[src/rtl/envelope_csi_scheduler.sv]
// envelope_csi_scheduler
// Shares one cubic-spline interpolation engine between the upper (maxima) and
// lower (minima) envelope paths. Each side buffers extrema in a knot FIFO.
// Whenever a side holds three knots, its three oldest knots are presented to the
// engine as a window. After the engine reports completion, that side's window
// slides forward by one knot. The two sides are served round-robin.
//
// Ports
//   CLK, RST_N                 clock, synchronous active-low reset
//   max_valid/val/pos/ready    maxima knot push interface (side 0, upper)
//   min_valid/val/pos/ready    minima knot push interface (side 1, lower)
//   csi_start                  one-cycle job launch pulse
//   csi_sel                    0 = upper job, 1 = lower job
//   M1..M3 / P1..P3            window values (sign-ext) / positions (zero-ext)
//   csi_done                   engine completion pulse
//   busy                       job in flight (ISSUE, BUSY, RETIRE)
//   order_err                  sticky: a non-increasing position was dropped
module envelope_csi_scheduler #(
  parameter int unsigned DEPTH = 4
) (
  input  logic        CLK,
  input  logic        RST_N,
  input  logic        max_valid,
  input  logic [15:0] max_val,
  input  logic [15:0] max_pos,
  output logic        max_ready,
  input  logic        min_valid,
  input  logic [15:0] min_val,
  input  logic [15:0] min_pos,
  output logic        min_ready,
  output logic        csi_start,
  output logic        csi_sel,
  output logic [19:0] M1,
  output logic [19:0] M2,
  output logic [19:0] M3,
  output logic [19:0] P1,
  output logic [19:0] P2,
  output logic [19:0] P3,
  input  logic        csi_done,
  output logic        busy,
  output logic        order_err
);

  localparam int unsigned DW = 16;
  localparam int unsigned OW = 20;
  localparam int unsigned AW = $clog2(DEPTH);
  localparam int unsigned CW = $clog2(DEPTH + 1);

  typedef enum logic [1:0] {S_IDLE, S_ISSUE, S_BUSY, S_RETIRE} state_t;

  state_t state, state_nxt;

  // Side 0 = upper (maxima), side 1 = lower (minima)
  logic [DW-1:0] fifo_val [2][DEPTH];
  logic [DW-1:0] fifo_pos [2][DEPTH];
  logic [AW-1:0] rptr     [2];
  logic [AW-1:0] wptr     [2];
  logic [CW-1:0] cnt      [2];
  logic [DW-1:0] last_pos [2];
  logic [DW-1:0] in_val   [2];
  logic [DW-1:0] in_pos   [2];
  logic [AW-1:0] rd_idx   [3];

  logic [1:0] in_valid;
  logic [1:0] ready;
  logic [1:0] push;
  logic [1:0] drop;
  logic [1:0] pop;
  logic [1:0] elig;
  logic       grant_pick;
  logic       last_served;

  function automatic logic [OW-1:0] sext(input logic [DW-1:0] x);
    return {{(OW-DW){x[DW-1]}}, x};
  endfunction

  function automatic logic [OW-1:0] zext(input logic [DW-1:0] x);
    return {{(OW-DW){1'b0}}, x};
  endfunction

  // Gather both push interfaces into side-indexed arrays
  always_comb begin
    in_valid  = {min_valid, max_valid};
    in_val[0] = max_val;
    in_val[1] = min_val;
    in_pos[0] = max_pos;
    in_pos[1] = min_pos;
  end

  // Per-side handshake, order check, pop and eligibility
  always_comb begin
    ready = '0;
    push  = '0;
    drop  = '0;
    pop   = '0;
    elig  = '0;
    for (int s = 0; s < 2; s++) begin
      ready[s] = RST_N && (cnt[s] < CW'(DEPTH));
      // Order check only applies when the FIFO holds a previous knot
      drop[s]  = in_valid[s] && ready[s] && (cnt[s] != '0) && (in_pos[s] <= last_pos[s]);
      push[s]  = in_valid[s] && ready[s] && !drop[s];
      pop[s]   = (state == S_RETIRE) && (csi_sel == 1'(s));
      elig[s]  = (cnt[s] >= CW'(3));
    end
  end

  assign max_ready = ready[0];
  assign min_ready = ready[1];

  // Round-robin: on a tie serve the side that was not served last
  always_comb begin
    grant_pick = (&elig) ? ~last_served : elig[1];
    for (int i = 0; i < 3; i++) begin
      rd_idx[i] = rptr[grant_pick] + AW'(i);
    end
  end

  // Knot storage; window slots stay occupied until RETIRE, so no overwrite hazard
  always_ff @(posedge CLK) begin
    for (int s = 0; s < 2; s++) begin
      if (push[s]) begin
        fifo_val[s][wptr[s]] <= in_val[s];
        fifo_pos[s][wptr[s]] <= in_pos[s];
      end
    end
  end

  // Pointers, occupancy and last accepted position
  always_ff @(posedge CLK) begin
    if (!RST_N) begin
      for (int s = 0; s < 2; s++) begin
        rptr[s]     <= '0;
        wptr[s]     <= '0;
        cnt[s]      <= '0;
        last_pos[s] <= '0;
      end
    end else begin
      for (int s = 0; s < 2; s++) begin
        if (push[s]) begin
          wptr[s]     <= wptr[s] + AW'(1);
          last_pos[s] <= in_pos[s];
        end
        if (pop[s]) begin
          rptr[s] <= rptr[s] + AW'(1);
        end
        cnt[s] <= cnt[s] + CW'(push[s]) - CW'(pop[s]);
      end
    end
  end

  // Sticky order error
  always_ff @(posedge CLK) begin
    if (!RST_N) begin
      order_err <= 1'b0;
    end else if (|drop) begin
      order_err <= 1'b1;
    end
  end

  // FSM state register
  always_ff @(posedge CLK) begin
    if (!RST_N) begin
      state <= S_IDLE;
    end else begin
      state <= state_nxt;
    end
  end

  // FSM next state; csi_done is only honoured in BUSY
  always_comb begin
    state_nxt = state;
    unique case (state)
      S_IDLE:   if (|elig) state_nxt = S_ISSUE;
      S_ISSUE:  state_nxt = S_BUSY;
      S_BUSY:   if (csi_done) state_nxt = S_RETIRE;
      S_RETIRE: state_nxt = S_IDLE;
      default:  state_nxt = S_IDLE;
    endcase
  end

  // FSM outputs decoded from the registered state
  always_comb begin
    csi_start = 1'b0;
    busy      = 1'b0;
    csi_start = (state == S_ISSUE);
    busy      = (state != S_IDLE);
  end

  // Grant and window are latched at launch and held until the next launch
  always_ff @(posedge CLK) begin
    if (!RST_N) begin
      csi_sel     <= 1'b0;
      last_served <= 1'b1;
      M1          <= '0;
      M2          <= '0;
      M3          <= '0;
      P1          <= '0;
      P2          <= '0;
      P3          <= '0;
    end else begin
      if ((state == S_IDLE) && (|elig)) begin
        csi_sel <= grant_pick;
        M1      <= sext(fifo_val[grant_pick][rd_idx[0]]);
        M2      <= sext(fifo_val[grant_pick][rd_idx[1]]);
        M3      <= sext(fifo_val[grant_pick][rd_idx[2]]);
        P1      <= zext(fifo_pos[grant_pick][rd_idx[0]]);
        P2      <= zext(fifo_pos[grant_pick][rd_idx[1]]);
        P3      <= zext(fifo_pos[grant_pick][rd_idx[2]]);
      end
      if (state == S_RETIRE) begin
        last_served <= csi_sel;
      end
    end
  end

endmodule

[config.mk]
export PLATFORM = sky130hd
export DESIGN_NAME = envelope_csi_scheduler
export DESIGN_NICKNAME = d
export VERILOG_FILES = /design/src/rtl/envelope_csi_scheduler.sv
export SDC_FILE = /design/constraint.sdc
export NUM_CORES = 1
export LEC_CHECK = 0
export ABC_AREA = 1
export CAP_MARGIN = 20
export CORE_MARGIN = 2
export CORE_UTILIZATION = 55
export CTS_CLUSTER_SIZE = 24
export DETAILED_ROUTE_END_ITERATION = 10
export HOLD_SLACK_MARGIN = 0.05
export PLACE_DENSITY = 0.78
export SYNTH_ARGS = -nofsm -noshare
export SYNTH_HDL_FRONTEND = slang
export SYNTH_SLANG_ARGS = --single-unit
[constraint.sdc]
create_clock -name CLK -period 9.8 [get_ports CLK]
set_clock_uncertainty 0.1 [all_clocks]
set_input_delay 1.96 -clock CLK [delete_from_list [all_inputs] [get_ports CLK]]
set_output_delay 1.96 -clock CLK [all_outputs]
set_load 0.02 [all_outputs]
# After elaboration in Yosys (flattened, before gate mapping)
# Memory sizes are Yosys's and may differ from the RTL's.
# Index checks and enable logic that the tools add are counted.
# word_totals
elab_cells	134
mem_bits_rw	302
register_bits	101
output_inout_bits	126
n_memories	6
# op_classes
reduce_logical	25
n_eq_ne	5
mux	50
n_lt_le_gt_ge	13
n_addsub	10
n_bitwise	15
# mem_list
memory	words	width	read_ports	rd_ports_with_merged_regs	write_ports	line_no	rtl
fifo_pos	2	64	1	0	2	55	logic [DW-1:0] fifo_pos [2][DEPTH];
fifo_val	2	64	1	0	2	54	logic [DW-1:0] fifo_val [2][DEPTH];
last_pos	2	16	2	0	2	59	logic [DW-1:0] last_pos [2];
cnt	2	3	2	0	2	58	logic [CW-1:0] cnt [2];
rptr	2	2	3	0	2	56	logic [AW-1:0] rptr [2];
wptr	2	2	2	0	2	57	logic [AW-1:0] wptr [2];
# op_table
cell	n
$mux 16	16
$bmux 16 s2	6
$mux 64	2
$demux 16 s2	2
$le 16x16->1	2
$ge 3x3->1 const B	5
$logic_and 1x1->1	15
$mux 1	15
$not 2->3	5
$mux 2	6
$add 2x1->2 const B	5
$or 1x1->1	8
$pmux 2 s4	1
$add 3x1->3	2
$ge 3x2->1 const B	2
$lt 3x1->1 const B	2
$lt 3x3->1 const B	2
$mux 3	2
$reduce_bool 3->1	2
$sub 3x1->3	2
$eq 2x2->1 const B	2
$ne 2x2->1 const B	2
$reduce_and 2->1	2
$reduce_or 2->1	2
other kinds (6)	8

# Depth between registers and ports, before layout
# An unclocked memory read counts as a cell.
# logic_depth
depth_word	12
mapped_depth	21
ltp_nobuf	20

# Least setup slack after synthesis
# Ideal clock, no wire load.
# synth_path
path_type	input port to flip-flop
start	input min_pos[15]
end	memory fifo_pos[1][0] (netlist name) (enable)
t_arrival_ns	4.385
path_buffers	1
setup_ns	0.421
path_slack_ns	4.894
required_time_ns	9.279
path_stages	10
cell_sequence	ha_1 -> nand2_1 -> nor3_1 -> nand2_1 -> nand2_1 -> nand2_1 -> nand2_1 -> nand2_1 -> buf_2 -> nor2_1
# synth_rtl
item	line_no	rtl
start: declaration	29	input logic [15:0] min_pos,
end: declaration	55	

# Worst setup path after layout
# layout_path
start	input RST_N
end	output max_ready
# layout_between
elab_chain_len	1
# layout_lines
item	line_no	rtl
start: declaration	22	input logic RST_N,
$logic_and 1x1->1	98	ready[s] = RST_N && (cnt[s] < CW'(DEPTH));
end: declaration	26	output logic max_ready,
# No other way between the ends.

==> results.cfg <==
[yosys]
synthFlopType = edfxtp_1
synth_edf_count = 296
synthCells = 2769
synthTopCellsByArea = edfxtp_1 41%, nand2_1 14%, nand3_1 11%
yosysMostFrequentCell = nand2_1
synth_seq_cells = 403
synth_top_cell_area_share = 0.409
syn_avg_cell_area_um2 = 7.85
yosys-top-cells-count = 830 x nand2_1, 487 x nand3_1, 366 x inv_1
synth.distinct_cells = 28
yosys_warnings = 0
ys_seq_area_frac = 0.507
synth_area_um2 = 21700
async_reset_ff_frac = 0
yosysTopAreaCell = edfxtp_1

[pwr]
p_leak_nw = 11.5
cellInternalPower_mw = 3.82
netSwitchingPower_mw = 2.28
ir_drop_mv = 0.195
power_frac_comb = 0.365
power_frac_clock = 0.264
powerDensity_nw_per_um2 = 245
seq_power_share = 0.370
p_sw_frac = 0.374

[sta]
timing.hold.ws_ns = 0.432
rsz0062_at_grt = false
tns_ns = 0
max_slew.worst_pin.slew_ns = 1.09
fin_ws_ns = 3.96
min_period_ns = 5.84
hold_viol = 0
max_clock_freq_ghz = 0.171
fin_crit_sh = 0.596
slew_violations = 0
slew_headroom = 0.276
setup_viol = 0

[route]
drc = 0
via_count = 18807
drt_iter0_drc = 2598
wl_per_cell_um = 18.1
drtPass1Iterations = 6
viasPerCell = 5.56
drtAntennaViolNets = 0
routed_wl_um = 61300

[placed_design]
dp_cells = 3301
port_buffers = 182
dp.final_hpwl_um = 38300
dp_slack_ns = 3.95
gp_congestion = 0.926

[floorplanning]
die_w_um = 203
pin_count = 195
num_rows = 72
initial_core_util = 0.560
core_um2 = 38800
die_area_um2 = 41100
die_h_um = 203

[clock_tree]
root_buffer = clkbuf_16
cts_tree = yes
cts_resized = 0
ctsHoldBuffers = 0
clock_sinks = 403
path_clk_slew_ns = 0.06
clk_latency_ns = 0.59
h-tree-depth = 2
clock_path_buffers = 3
cts-buffers-inserted = 43
postCtsSetupRepairBufs = 0

[global_route]
grt_pass1_wl_um = 94100
grt_overflow_total = 0
grt_pass1_vias = 16852
antenna_found_initial = 3
grt_max_degree = 193
track_usage = 0.294

[finish]
area_growth_pct = 14.4
nets = 2949
layout-drive-gt1-share = 0.0360
instances_no_fill = 3381
utilization = 0.641

[run]
maxCapViolations = 0

[worst_setup_path]
crit_path_start_kind = primary input
crit_buf_inv = 4
path_max_fanout = 52
critPathTopFamily = buffers and inverters
critPathMaxStageDelay_ns = 0.57
cp.arrival_ns = 3.78
worstPathRequired_ns = 7.74
worstPathCellList = buf_2, inv_2, buf_4, nor2_1, clkdlybuf4s50_1
cp-end-kind = primary output
rrSetupSlack_ns = 4.26
slowest_stage = buf_4
criticalPathCategory = in2out

[worst_hold_path]
hold_class = reg2reg

[status]
status = complete, no violations
==> state kept, by name, indices dropped and copies added (netlist names) <==
| signal | count |
|---|---|
| P1 | 16 |
| fifo_val | 128 |
| M2 | 16 |
| P2 | 16 |
| cnt | 6 |
| wptr | 4 |
| last_pos | 32 |
| M3 | 16 |
| order_err | 1 |
| P3 | 16 |
| fifo_pos | 128 |
| last_served | 1 |
| csi_sel | 1 |
| M1 | 16 |
| state | 2 |
| rptr | 4 |
==> cell families after synthesis <==
kind of cell / synth area share
XOR/XNOR: 0.000806
adder cells (fa/ha/maj): 0.0306
other: 0.000173
AND/OR/NAND/NOR: 0.320
buffers and inverters: 0.111
flip-flops: 0.507
AO/OA/AOI/OAI: 0.0303
==> area by class of cell <==
cell class,instances,area (um2)
timing repair buffer,203,1990
antenna,1,2.50
fill,3125,14000
clock inverter,20,215
inverter,368,1380
clock buffer,59,1160
tap,518,648
multi-input combinational,1809,8450
sequential,403,11000
==> stage by stage <==
step                area, um2  power (mW)
finish                  24900        6.10
global route            24900        6.42
detailed placement      23500        4.48
floorplan               21800        3.72
CTS                     24900        6.09
global placement        23500        4.43
==> per-layer routing <==
layer	up-vias	wire, um	GRT usage
li1	8954	-	-
met1	8616	25700	0.432
met2	1086	26400	0.432
met3	149	6780	0.0514
met4	2	2370	0.118
met5	-	11	0
==> power groups by stage <==
| stage | clock network (mW) | registers (mW) | logic [mW] |
|---|---|---|---|
| after floorplan | 0 | 2.45 | 1.26 |
| after global placement | 0 | 2.28 | 2.14 |
| after detailed placement | 0 | 2.29 | 2.19 |
| after CTS | 1.63 | 2.26 | 2.20 |
| after global routing | 1.70 | 2.29 | 2.44 |
| final | 1.61 | 2.26 | 2.23 |
==> cell usage in the layout, fill, tap and decap left out, types with 39 or more instances in the layout <==
cell type | netlist | layout
nand3_1 | 487 | 487
nand3b_1 | 65 | 65
ha_1 | 50 | 50
a21oi_1 | 85 | 85
inv_1 | 366 | 366
o21ai_0 | 39 | 39
clkdlybuf4s50_1 | 0 | 181
dfxtp_1 | 107 | 107
nor2_1 | 223 | 214
edfxtp_1 | 296 | 296
clkbuf_16 | 0 | 43
nand2_1 | 830 | 827
==> worst register-to-register path: stages (launching register included) <==
cell	delay, ns
dfxtp_1	0.42
inv_2	0.10
ha_1	0.21
o21ai_2	0.24
nand2_8	0.60
nand2_8	1.09
nand2_1	0.29
nand2_4	0.69
nand2_1	0.18
inv_1	0.67
buf_4	0.44
a21oi_1	0.09
nor2_1	0.23
nor2_1	0.06
==> path summary, 6_finish.rpt <==
| check | from | end | depth (start not counted) |
|---|---|---|---|
| max | RST_N | max_ready | 5 |
| min | M2[12] | M2[12] | 2 |
| max reg2reg | cnt[0][5] | M2[12] | 13 |
| min reg2reg | M2[12] | M2[12] | 2 |
Note: power is estimated with default switching activity, not from simulation.
